**src/rtl/coprosit_tracker_pkg.sv**
```systemverilog
// Shared types for the XIF commit tracker: per-entry state, entry payload, default sizes.
// Latency: n/a (types only); backpressure: n/a.
package coprosit_tracker_pkg;

  typedef enum logic [1:0] {
    ST_FREE   = 2'd0,
    ST_WAIT   = 2'd1,
    ST_READY  = 2'd2,
    ST_KILLED = 2'd3
  } entry_state_e;

  localparam int unsigned TRK_DEPTH  = 4;
  localparam int unsigned TRK_ID_W   = 4;
  localparam int unsigned TRK_NUM_RS = 2;
  localparam int unsigned TRK_RFR_W  = 32;
  localparam int unsigned TRK_CNT_W  = $clog2(TRK_DEPTH) + 1;

  // Payload layout follows the TRK_* sizes; the tracker's parameters default to them.
  typedef struct packed {
    logic [31:0]                      instr;
    logic [TRK_ID_W-1:0]              id;
    logic [TRK_NUM_RS*TRK_RFR_W-1:0]  rs;
  } trk_entry_t;

endpackage

```
**src/rtl/xif_id_match.sv**
```systemverilog
// Oldest-first id CAM over WAIT entries, scanning from the head pointer; one-hot result.
// Latency: combinational; backpressure: none.
module xif_id_match
  import coprosit_tracker_pkg::*;
#(
  parameter int unsigned DEPTH = 4,
  parameter int unsigned ID_W  = 4,
  localparam int unsigned PTR_W = $clog2(DEPTH)
) (
  input  entry_state_e                 state_i [DEPTH],
  input  logic [DEPTH-1:0][ID_W-1:0]   id_i,
  input  logic [PTR_W-1:0]             head_i,
  input  logic [ID_W-1:0]              match_id_i,
  output logic [DEPTH-1:0]             match_oh_o
);

  logic [PTR_W-1:0] idx;
  logic             found;

  always_comb begin
    match_oh_o = '0;
    found      = 1'b0;
    idx        = head_i;
    for (int k = 0; k < DEPTH; k++) begin
      idx = head_i + PTR_W'(k);
      if (!found && (state_i[idx] == ST_WAIT) && (id_i[idx] == match_id_i)) begin
        match_oh_o[idx] = 1'b1;
        found           = 1'b1;
      end
    end
  end

endmodule

```
**src/rtl/xif_commit_tracker.sv**
```systemverilog
// In-order speculation buffer between XIF issue/commit and the execute pipe; optional kill counter via COPROSIT_TRACKER_PERF_EN.
// Latency: push+commit in cycle N gives ex_valid_o in N+1; backpressure: in_ready_o drops at DEPTH entries, ex_* held while ex_ready_i=0.
module xif_commit_tracker
  import coprosit_tracker_pkg::*;
#(
  parameter int unsigned DEPTH       = TRK_DEPTH,
  parameter int unsigned X_ID_WIDTH  = TRK_ID_W,
  parameter int unsigned X_NUM_RS    = TRK_NUM_RS,
  parameter int unsigned X_RFR_WIDTH = TRK_RFR_W
) (
  input  logic                            clk_i,
  input  logic                            rst_ni,
  input  logic                            in_valid_i,
  output logic                            in_ready_o,
  input  logic [31:0]                     in_instr_i,
  input  logic [X_ID_WIDTH-1:0]           in_id_i,
  input  logic [X_NUM_RS*X_RFR_WIDTH-1:0] in_rs_i,
  input  logic                            commit_valid_i,
  input  logic [X_ID_WIDTH-1:0]           commit_id_i,
  input  logic                            commit_kill_i,
  output logic                            ex_valid_o,
  input  logic                            ex_ready_i,
  output logic [31:0]                     ex_instr_o,
  output logic [X_ID_WIDTH-1:0]           ex_id_o,
  output logic [X_NUM_RS*X_RFR_WIDTH-1:0] ex_rs_o,
  output logic [$clog2(DEPTH):0]          count_o,
  output logic                            busy_o
`ifdef COPROSIT_TRACKER_PERF_EN
  ,
  input  logic                            kill_cnt_clr_i,
  output logic [15:0]                     kill_cnt_o
`endif
);

  localparam int unsigned PTR_W = $clog2(DEPTH);
  localparam int unsigned CNT_W = PTR_W + 1;

  entry_state_e state_q [DEPTH];
  entry_state_e state_d [DEPTH];
  trk_entry_t   entry_q [DEPTH];
  trk_entry_t   entry_d [DEPTH];

  logic [PTR_W-1:0] head_q, head_d;
  logic [PTR_W-1:0] tail_q, tail_d;
  logic [CNT_W-1:0] count_q, count_d;

  logic [DEPTH-1:0][X_ID_WIDTH-1:0] entry_ids;
  logic [DEPTH-1:0]                 match_oh;
  entry_state_e                     head_state;
  entry_state_e                     commit_state;
  logic push, pop, drain, leave, new_hit;

  for (genvar g = 0; g < DEPTH; g++) begin : g_ids
    assign entry_ids[g] = entry_q[g].id;
  end

  xif_id_match #(
    .DEPTH (DEPTH),
    .ID_W  (X_ID_WIDTH)
  ) u_id_match (
    .state_i    (state_q),
    .id_i       (entry_ids),
    .head_i     (head_q),
    .match_id_i (commit_id_i),
    .match_oh_o (match_oh)
  );

  assign in_ready_o   = (count_q < CNT_W'(DEPTH));
  assign push         = in_valid_i & in_ready_o;
  assign head_state   = state_q[head_q];
  assign ex_valid_o   = (head_state == ST_READY);
  assign pop          = ex_valid_o & ex_ready_i;
  assign drain        = (head_state == ST_KILLED);
  assign leave        = pop | drain;
  assign commit_state = commit_kill_i ? ST_KILLED : ST_READY;
  // A same-cycle commit lands on the incoming entry only if no older WAIT entry claims the id.
  assign new_hit      = commit_valid_i & ~(|match_oh) & (commit_id_i == in_id_i);

  assign ex_instr_o = entry_q[head_q].instr;
  assign ex_id_o    = entry_q[head_q].id;
  assign ex_rs_o    = entry_q[head_q].rs;
  assign count_o    = count_q;
  assign busy_o     = (count_q != '0);

  always_comb begin
    for (int i = 0; i < DEPTH; i++) begin
      state_d[i] = state_q[i];
      entry_d[i] = entry_q[i];
      if (commit_valid_i && match_oh[i]) begin
        state_d[i] = commit_state;
      end
    end
    if (leave) begin
      state_d[head_q] = ST_FREE;
    end
    if (push) begin
      state_d[tail_q]       = new_hit ? commit_state : ST_WAIT;
      entry_d[tail_q].instr = in_instr_i;
      entry_d[tail_q].id    = in_id_i;
      entry_d[tail_q].rs    = in_rs_i;
    end
    head_d  = leave ? head_q + PTR_W'(1) : head_q;
    tail_d  = push  ? tail_q + PTR_W'(1) : tail_q;
    count_d = count_q + CNT_W'(push) - CNT_W'(leave);
  end

  always_ff @(posedge clk_i or negedge rst_ni) begin
    if (!rst_ni) begin
      for (int i = 0; i < DEPTH; i++) begin
        state_q[i] <= ST_FREE;
        entry_q[i] <= '0;
      end
      head_q  <= '0;
      tail_q  <= '0;
      count_q <= '0;
    end else begin
      for (int i = 0; i < DEPTH; i++) begin
        state_q[i] <= state_d[i];
        entry_q[i] <= entry_d[i];
      end
      head_q  <= head_d;
      tail_q  <= tail_d;
      count_q <= count_d;
    end
  end

`ifdef COPROSIT_TRACKER_PERF_EN
  logic [15:0] kill_cnt_q, kill_cnt_d;

  always_comb begin
    kill_cnt_d = kill_cnt_q;
    if (kill_cnt_clr_i) begin
      kill_cnt_d = '0;
    end else if (drain && (kill_cnt_q != 16'hFFFF)) begin
      kill_cnt_d = kill_cnt_q + 16'd1;
    end
  end

  always_ff @(posedge clk_i or negedge rst_ni) begin
    if (!rst_ni) begin
      kill_cnt_q <= '0;
    end else begin
      kill_cnt_q <= kill_cnt_d;
    end
  end

  assign kill_cnt_o = kill_cnt_q;
`endif

endmodule

```
**config.mk**
```make
export PLATFORM = sky130hd
export DESIGN_NAME = xif_commit_tracker
export DESIGN_NICKNAME = d
export VERILOG_FILES = /design/src/rtl/coprosit_tracker_pkg.sv /design/src/rtl/xif_id_match.sv /design/src/rtl/xif_commit_tracker.sv
export SDC_FILE = /design/constraint.sdc
export NUM_CORES = 1
export LEC_CHECK = 0
export BUFFER_PORTS_ARGS = -buffer_cell sky130_fd_sc_hd__clkbuf_2
export CAP_MARGIN = 10
export CORE_MARGIN = 1.5
export CORE_UTILIZATION = 24
export DETAILED_ROUTE_END_ITERATION = 10
export GPL_TIMING_DRIVEN = 0
export HOLD_SLACK_MARGIN = 0.03
export PLACE_DENSITY = 0.39
export SYNTH_ARGS = -nofsm -noshare
export SYNTH_HDL_FRONTEND = slang
export SYNTH_HIERARCHICAL = 1
export SYNTH_SLANG_ARGS = --single-unit
```
**constraint.sdc**
```tcl
create_clock -name clk_i -period 4.5 [get_ports clk_i]
set_clock_uncertainty 0.1 [all_clocks]
set_input_delay 0.45 -clock clk_i [delete_from_list [all_inputs] [get_ports clk_i]]
set_output_delay 0.45 -clock clk_i [all_outputs]
set_load 0.005 [all_outputs]
```
==> results_dict.tcl, run 1 <==
set metrics [dict create \
    routed_wl_um 54100 \
    vias_per_cell 4.354 \
    fin_crit_sh_pct 92.56 \
    yosys_warnings 6 \
    use_met2_pct 21.49 \
    detail-route-antenna-nets 0 \
    start_util_pct 24.34 \
    tritoncts "done" \
    cp_data_required_time_ps 4920 \
    fill_cells 8181 \
    path_max_fanout 10 \
    ys_async_sr_fraction_pct 100.0 \
    slew-limit-headroom_pct 41.79 \
    min_from "in_id_i[2]" \
    drive_above_1_share_pct 55.23 \
    status "completed" \
    worstReg2RegStart "head_q[1]" \
    final_nets 1674 \
    ys.flop_type "dfrtp_1" \
    port_buffers 215 \
    synth_cell_types 42 \
    syn_nets 1297 \
    gr-usage-all-layers_pct 12.92 \
    hold_viol 0 \
    fmax_mhz 240.1 \
    grt_pass1_wl_um 84100 \
    vias 11574 \
    reg2reg_depth 14 \
    yosysSeqAreaShare_pct 51.79 \
    syn_area_per_cell_um2 17.11 \
    clk_pin_slew_ps 60 \
    critPathKind "register to register" \
    slowest_delay_ps 540 \
    die_w_um 292.0 \
    wl_per_cell_um 20.36 \
    synth_most_common_cell "dfrtp_1" \
    yosys-top-cells-count "dfrtp_1, mux2_4, mux2_2" \
    drc 0 \
    hold_depth 2 \
    ios 216 \
    synthesis.area_um2 20050 \
    vdd_ir_drop_max_mv 0.3312 \
    clkSinkCount 415 \
    r2r-end "state_q[5]" \
    power_density_nw_per_um2 762.6 \
    worst_setup_path_end_kind "register" \
    dp.final_hpwl_um 35980 \
    setup_viol 0 \
    cp.arrival_ps 4580 \
    crit_chain "clkbuf_4 -> inv_1 -> ha_1 -> clkbuf_4 -> mux4_2 -> xnor2_1 -> and4_1 -> nor2b_1 -> a311oi_1 -> o31ai_1 -> nor4_1 -> nand2_1 -> or3_1 -> o22ai_1" \
    ys_ff_latch 415 \
    power_leakage_nw 11.53 \
    netlist_instances 1172 \
    period_minus_slack_ps 4165 \
    critPathMostFrequentCell "clkbuf_4" \
    tightest_slew_ps 873.1 \
    yosysTopAreaCell "dfrtp_1" \
    pre_cts_slack_ps -387.7 \
    clockBufferDepth 3 \
    cts-root-buf "clkbuf_16" \
    min_to "entry_ids[10]" \
    overflow 0 \
    grt_start_max_net_pins 97 \
    busiest_layer "met2" \
    synth_top_area_share_pct 51.79 \
    worst_slack_ps 334.6 \
    firstDrtPassIters 4 \
    die_y_um 292.0 \
    maxCapViolCount 0 \
    cts_made_buffers 54 \
    hold_class "input pin to register" \
    use_met1_pct 16.73 \
    slowest_stage "mux4_2" \
    grt_pass1_vias 13189 \
    slew_violations 0 \
    row_count 105 \
    insertion_delay_ps 610 \
    area_growth_pct 26.25 \
    antenna_found_initial 6 \
    synth_area_leaders "dfrtp_1, mux2_4, mux4_2" \
    gp_congestion 0.7389 \
    design.core.area_um2 82370 \
    cp-start-kind "register" \
    grtUsageMet3_pct 3.182 \
    totalPowerFinal_mw 19.30 \
    drt_iter0_drc 415 \
    htreeDepth 2 \
    rsz0062_at_grt "false" \
    rrSetupSlack_ps 330 \
    synth_edf_count 0 \
    die-area_um2 85290 \
]
==> cell families after synthesis <==
kind of cell | Yosys count | synth area share, %
simple gates | 73 | 1.878
xor+xnor | 24 | 1.048
buf+inv | 86 | 3.089
mux | 528 | 40.10
compound gates | 31 | 1.117
flops | 415 | 51.79
fa+ha+maj | 15 | 0.9735
==> worst max-delay path: cells and delay by family, from the launching register on <==
family	cells	cell delay, ps
compound gates	3	660
xor+xnor	1	150
fa+ha+maj	1	290
buf+inv	3	600
flops	1	440
mux	1	540
simple gates	5	1280
==> metrics by stage <==
step | util, % | instance area [um^2] | hold WS [ps] | TNS [ps] | instances
after detailed placement | 27.42 | 22580 | 376.2 | -1518 | 2461
after floorplan | - | 20050 | 54.41 | 0 | 1172
after global placement | 27.27 | 22470 | 368.8 | -2878860 | 2457
after global routing | 30.73 | 25310 | 87.49 | 0 | 2658
final | 30.73 | 25310 | 110.7 | 0 | 2658
after CTS | 30.68 | 25270 | 61.93 | 0 | 2653
==> cell type report <==
type / count / area (um^2) / share of cell area, %
Sequential cell: 415 / 10390 / 41.03
Multi-Input combinational cell: 671 / 9061 / 35.79
Timing Repair Buffer: 321 / 2208 / 8.724
Clock buffer: 79 / 1546 / 6.109
Tap cell: 1070 / 1339 / 5.289
Buffer: 74 / 580.6 / 2.293
Clock inverter: 14 / 141.4 / 0.5585
Inverter: 12 / 45.04 / 0.1779
Antenna cell: 2 / 5.005 / 0.01977
==> placed cells by master, fill, tap and decap left out, types with 3 or more instances in the layout <==
cell / instances
mux4_1: 3
mux2_2: 181
nand2_1: 27
nand2b_1: 5
nand2_2: 4
clkbuf_2: 214
clkbuf_16: 55
clkbuf_8: 9
mux2_4: 202
xnor2_1: 17
xor2_1: 7
buf_4: 8
nor2_1: 12
mux2_1: 24
o22ai_1: 12
buf_6: 32
dlygate4sd3_1: 99
mux2i_1: 3
clkinvlp_4: 4
ha_1: 14
inv_6: 3
clkbuf_1: 22
nand3_1: 9
a311oi_1: 4
o21ai_0: 3
buf_16: 4
nor2b_1: 6
inv_1: 12
o31ai_1: 4
buf_2: 29
clkinv_2: 5
mux4_2: 115
dfrtp_1: 413
==> power breakdown <==
| group | total, mW | internal (mW) | switching, mW |
|---|---|---|---|
| Sequential | 6.68 | 5.64 | 1.05 |
| Clock | 4.17 | 2.48 | 1.70 |
| Combinational | 8.45 | 5.06 | 3.39 |
| Total | 19.3 | 13.2 | 6.13 |
==> layer usage <==
metal  vias up  wire length (um)
met5         -                53
li1       5156                 -
met2       210             26100
met3        62              2643
met4         8               982
met1      6138             24330
==> state kept, by name (all words and copies together) (netlist names) <==
signal,flops
state_q,8
entry_q,384
count_o,3
entry_ids,16
tail_q,2
head_q,2
==> timing repair <==
action,CTS,global route
hold buffers,99,0
setup endpoints to repair,8,8
setup buffers,0,3
endpoints found under the hold margin,485,0
gates resized for setup,3,5
==> how the worst max path moves through the flow <==
stage | from | endpoint | slack (ps) | depth (start not counted)
after floorplan | head_q[1] | state_q[6] | 640 | 14
after global placement | rst_ni | entry_q[37] | -7000 | 1
after detailed placement | head_q[1] | state_q[6] | -390 | 14
after CTS | head_q[1] | state_q[6] | 70 | 14
after global routing | head_q[1] | state_q[1] | 60 | 14
final | head_q[1] | state_q[5] | 330 | 14
Power figures use the tool's default switching activity.
==> run 2: changes to the inputs <==
--- a/config.mk
+++ b/config.mk
@@ -8,11 +8,11 @@
 export BUFFER_PORTS_ARGS = -buffer_cell sky130_fd_sc_hd__clkbuf_2
 export CAP_MARGIN = 10
 export CORE_MARGIN = 1.5
-export CORE_UTILIZATION = 24
+export CORE_UTILIZATION = 45
 export DETAILED_ROUTE_END_ITERATION = 10
 export GPL_TIMING_DRIVEN = 0
 export HOLD_SLACK_MARGIN = 0.03
-export PLACE_DENSITY = 0.39
+export PLACE_DENSITY = 0.63
 export SYNTH_ARGS = -nofsm -noshare
 export SYNTH_HDL_FRONTEND = slang
 export SYNTH_HIERARCHICAL = 1
==> results_dict.tcl, run 2 (synthesis gave the netlist of run 1 again) <==
set metrics [dict create \
    worstReg2RegStart "head_q[1]" \
    num_antenna_cells 0 \
    gr-usage-all-layers_pct 19.96 \
    slowest_delay_ps 540 \
    combinationalPowerShare_pct 43.9 \
    hold_depth 2 \
    totalPowerFinal_mw 18.61 \
    fin_area_um2 24100 \
    worst_slack_ps 268.2 \
    rsz0062_at_grt "false" \
    wl_met1_um 20250 \
    critical_path.top_delay_family "simple AND/OR/NAND/NOR gates" \
    internal-power_mw 12.88 \
    worstSetupPathDepth 14 \
    overflow 0 \
    detail-route-antenna-nets 0 \
    met2_length_um 21200 \
    maxCapViolCount 0 \
    dp_cells 1982 \
    drive_above_1_share_pct 56.41 \
    startpoint "head_q[1]" \
    cp-start-kind "register" \
    cp_data_required_time_ps 4890 \
    path_max_fanout 10 \
    vias_per_cell 5.355 \
    die_w_um 214.1 \
    fill_cells 3620 \
    clockBufferDepth 3 \
    start_util_pct 45.44 \
    netSwitchingPower_mw 5.726 \
    worst_setup_path_end_kind "register" \
    clkSinkCount 415 \
    fmax_mhz 236.3 \
    hold_viol 0 \
    largest_register "entry_q" \
    htreeDepth 2 \
    maxUsedRoutingLayer "met5" \
    met3_length_um 2427 \
    grt_pass1_vias 12555 \
    fin_crit_sh_pct 94.04 \
    final_cell_mix "dfrtp_1, clkbuf_2, mux2_4" \
    firstDrtPassIters 4 \
    period_minus_slack_ps 4232 \
    final_nets 1626 \
    hold_ws_ps 61.91 \
    reg2reg_depth 14 \
    pre_cts_slack_ps -198.5 \
    port_buffers 215 \
    vias 11352 \
    pwr-share-clk_pct 20.1 \
    antenna_found_initial 3 \
    area_growth_pct 20.17 \
    cts-root-buf "clkbuf_16" \
    final_util_pct 54.61 \
    grt_start_max_net_pins 116 \
    cts_made_buffers 47 \
    place_area_um2 21960 \
    setup_tns_ps 0 \
    post_cts_buffers 0 \
    ios 216 \
    largest_register_ffs 384 \
    critPathKind "register to register" \
    power_leakage_nw 11.28 \
    dp.final_hpwl_um 29280 \
    crit_chain "buf_2 -> inv_1 -> ha_1 -> clkbuf_4 -> mux4_2 -> xnor2_1 -> and4_1 -> nor2b_1 -> a311oi_1 -> o31ai_1 -> nor4_1 -> nand2_1 -> or3_1 -> o22ai_1" \
    min_from "in_rs_i[32]" \
    wl_per_cell_um 21.08 \
    tritoncts "done" \
    cp_num_buf_inv 3 \
    slowest_stage "mux4_2" \
    grt_pass1_wl_um 72730 \
    vdd_ir_drop_max_mv 0.4686 \
    tightest_slew_ps 749.0 \
    routed_wl_um 44690 \
    status "completed" \
    mostFrequentLayoutCell "dfrtp_1" \
    slew_violations 0 \
    slew-limit-headroom_pct 50.07 \
    design.core.area_um2 44120 \
    power_density_nw_per_um2 772.1 \
    setup_viol 0 \
    seq_power_share_pct 36.0 \
    die_y_um 214.1 \
    drc 0 \
    gp_congestion 0.7894 \
    hold_class "input pin to register" \
    row_count 77 \
    drt_iter0_drc 556 \
    finalNonFillerCells 2120 \
    insertion_delay_ps 580 \
    cp.arrival_ps 4630 \
    clk_pin_slew_ps 60 \
    die-area_um2 45830 \
    switching_share_pct 30.78 \
]
## run 2: timing repair
item	CTS	global route
cloned	0	0
hold endpoints to repair	290	0
resized for setup	1	6
setup endpoints to repair	4	8
hold buffers	62	0
## run 2: power groups by stage
stage | logic (mW) | clock network, mW | registers [mW]
after global placement | 8.08 | 0 | 6.65
after global routing | 8.84 | 3.98 | 6.94
final | 8.16 | 3.75 | 6.70
after detailed placement | 8.23 | 0 | 6.71
after floorplan | 6.06 | 0 | 6.35
after CTS | 8.31 | 3.86 | 6.68
## run 2: final cells by class
type                       instances  area, um^2  area share [%]
inverter                          12       45.04          0.1869
sequential                       415       10390           43.10
multi-input combinational        671        9061           37.61
clock inverter                     9       113.9          0.4725
tap                              592       740.7           3.074
clock buffer                      67        1383           5.738
timing repair buffer             280        1788           7.420
buffer                            74       578.1           2.399
## run 2: layer usage
metal / GRT usage, % / vias to the layer above
met2: 31.83 / 212
met3: 4.681 / 52
met1: 27.69 / 6046
li1: - / 5036
met4: 5.000 / 6
met5: 0 / -
## run 2: worst paths after layout
check,to,slack [ps]
max in group asynchronous,entry_q[241],2320
setup / recovery,state_q[7],270
setup reg to reg,state_q[7],270
min in group asynchronous,entry_q[89],420
hold / removal,entry_q[132],60
hold reg to reg,entry_q[194],390
==> run 3: changes to the inputs <==
--- a/config.mk
+++ b/config.mk
@@ -13,6 +13,7 @@
 export GPL_TIMING_DRIVEN = 0
 export HOLD_SLACK_MARGIN = 0.03
 export PLACE_DENSITY = 0.63
+export RECOVER_POWER = 100
 export SYNTH_ARGS = -nofsm -noshare
 export SYNTH_HDL_FRONTEND = slang
 export SYNTH_HIERARCHICAL = 1
==> results_dict.tcl, run 3 (synthesis gave the netlist of run 1 again) <==
set metrics [dict create \
    cp-start-kind "register" \
    final_cell_mix "dfrtp_1, mux2_1, mux2_2" \
    fin_crit_sh_pct 94.55 \
    die_y_um 214.1 \
    gp_congestion 0.7894 \
    setup_tns_ps 0 \
    vias_per_cell 5.335 \
    rsz0062_at_grt "false" \
    overflow 0 \
    slowest_stage "mux4_2" \
    tightest_slew_ps 2306 \
    setup_viol 0 \
    grt_pass1_wl_um 72730 \
    use_met2_pct 31.83 \
    slowest_delay_ps 540 \
    totalPowerFinal_mw 17.50 \
    worstSetupPathDepth 14 \
    path_max_fanout 10 \
    row_count 77 \
    reg2reg_depth 14 \
    critical_path.top_delay_family "simple AND/OR/NAND/NOR gates" \
    area_growth_pct 14.93 \
    hold_viol 0 \
    slew-limit-headroom_pct -53.72 \
    final_nets 1626 \
    vias 11310 \
    dp.final_hpwl_um 29280 \
    place_area_um2 21960 \
    htreeDepth 2 \
    insertion_delay_ps 580 \
    fin_area_um2 23040 \
    critPathKind "register to register" \
    hold_ws_ps 32.48 \
    die_w_um 214.1 \
    largest_register_ffs 384 \
    detail-route-antenna-nets 0 \
    drive_above_1_share_pct 36.78 \
    gr-usage-all-layers_pct 19.96 \
    use_met1_pct 27.69 \
    cts-root-buf "clkbuf_16" \
    grtUsageMet3_pct 4.681 \
    clkSinkCount 415 \
    mostFrequentLayoutCell "dfrtp_1" \
    antenna_found_initial 3 \
    crit_chain "buf_2 -> inv_1 -> ha_1 -> clkbuf_4 -> mux4_2 -> xnor2_1 -> and4_1 -> nor2b_1 -> a311oi_1 -> o31ai_1 -> nor4_1 -> nand2_1 -> nor4_2 -> o22ai_1" \
    firstDrtPassIters 4 \
    r2r-end "state_q[6]" \
    maxCapViolCount 1 \
    vdd_ir_drop_max_mv 0.4662 \
    fmax_mhz 235.0 \
    hold_class "input pin to register" \
    tritoncts "done" \
    port_buffers 215 \
    period_minus_slack_ps 4255 \
    die-area_um2 45830 \
    cp.arrival_ps 4580 \
    busiest_layer "met2" \
    num_antenna_cells 0 \
    grt_start_max_net_pins 116 \
    worstReg2RegStart "head_q[1]" \
    power_leakage_nw 9.991 \
    largest_register "entry_q" \
    pre_cts_slack_ps -198.5 \
    drt_iter0_drc 539 \
    worst_setup_path_end_kind "register" \
    final_util_pct 52.23 \
    rrSetupSlack_ps 250 \
    start_util_pct 45.44 \
    ios 216 \
    clockBufferDepth 3 \
    worst_slack_ps 245.4 \
    finalNonFillerCells 2120 \
    power_density_nw_per_um2 759.5 \
    crit_end "state_q[6]" \
    design.core.area_um2 44120 \
    clk_pin_slew_ps 60 \
    cts_made_buffers 47 \
    dp_cells 1982 \
    cp_num_buf_inv 3 \
    grt_pass1_vias 12555 \
    drc 0 \
    startpoint "head_q[1]" \
    wl_per_cell_um 20.91 \
    slew_violations 87 \
    violations "capacitance limit, slew limit" \
    status "finished with violations" \
    routed_wl_um 44320 \
    cp_data_required_time_ps 4830 \
]
-- run 3: changes by cell type in the layout (fill, tap and decap cells not counted), moves of 23 or more --
cell,before,now
clkbuf_2,214,153
clkbuf_1,14,128
mux2_4,202,22
buf_2,30,7
mux2_1,24,204
buf_6,32,4
-- run 3: how the worst min path moves through the flow --
stage                  start           end  slack, ps  cells after the start
2_1_floorplan         rst_ni    count_o[0]         50                      0
3_3_place_gp    entry_q[198]  entry_q[198]        370                      1
3_5_place_dp    entry_q[194]  entry_q[194]        380                      1
4_1_cts          in_rs_i[57]  entry_q[157]         30                      2
5_1_grt        in_instr_i[0]   entry_q[68]         20                      2
6_report         in_rs_i[59]  entry_q[259]         30                      2
-- run 3: layout make-up --
cell class	count	area (um^2)
fill	3911	21080
sequential	415	10390
multi-input combinational	671	8363
timing repair buffer	280	1685
clock buffer	67	1383
tap	592	740.7
buffer	74	327.8
clock inverter	9	113.9
inverter	12	45.04
-- run 3: metal layers --
| layer | part of all wire, % | up-vias |
|---|---|---|
| li1 | - | 5047 |
| met1 | 45 | 5997 |
| met2 | 48 | 208 |
| met3 | 5.3 | 52 |
| met4 | 1.8 | 6 |
| met5 | 0.059 | - |
-- run 3: what timing repair did --
action,in CTS,in global routing
endpoints found under the hold margin,290,0
hold buffers,62,0
gates resized for setup,1,6
endpoints found under the setup margin,4,8
pin swaps,0,0
buffers inserted,0,0
-- run 3: power by group --
group | internal [mW] | total (mW) | switching, mW
logic | 4.04 | 7.10 | 3.06
clock network | 2.23 | 3.74 | 1.51
registers | 5.63 | 6.65 | 1.03
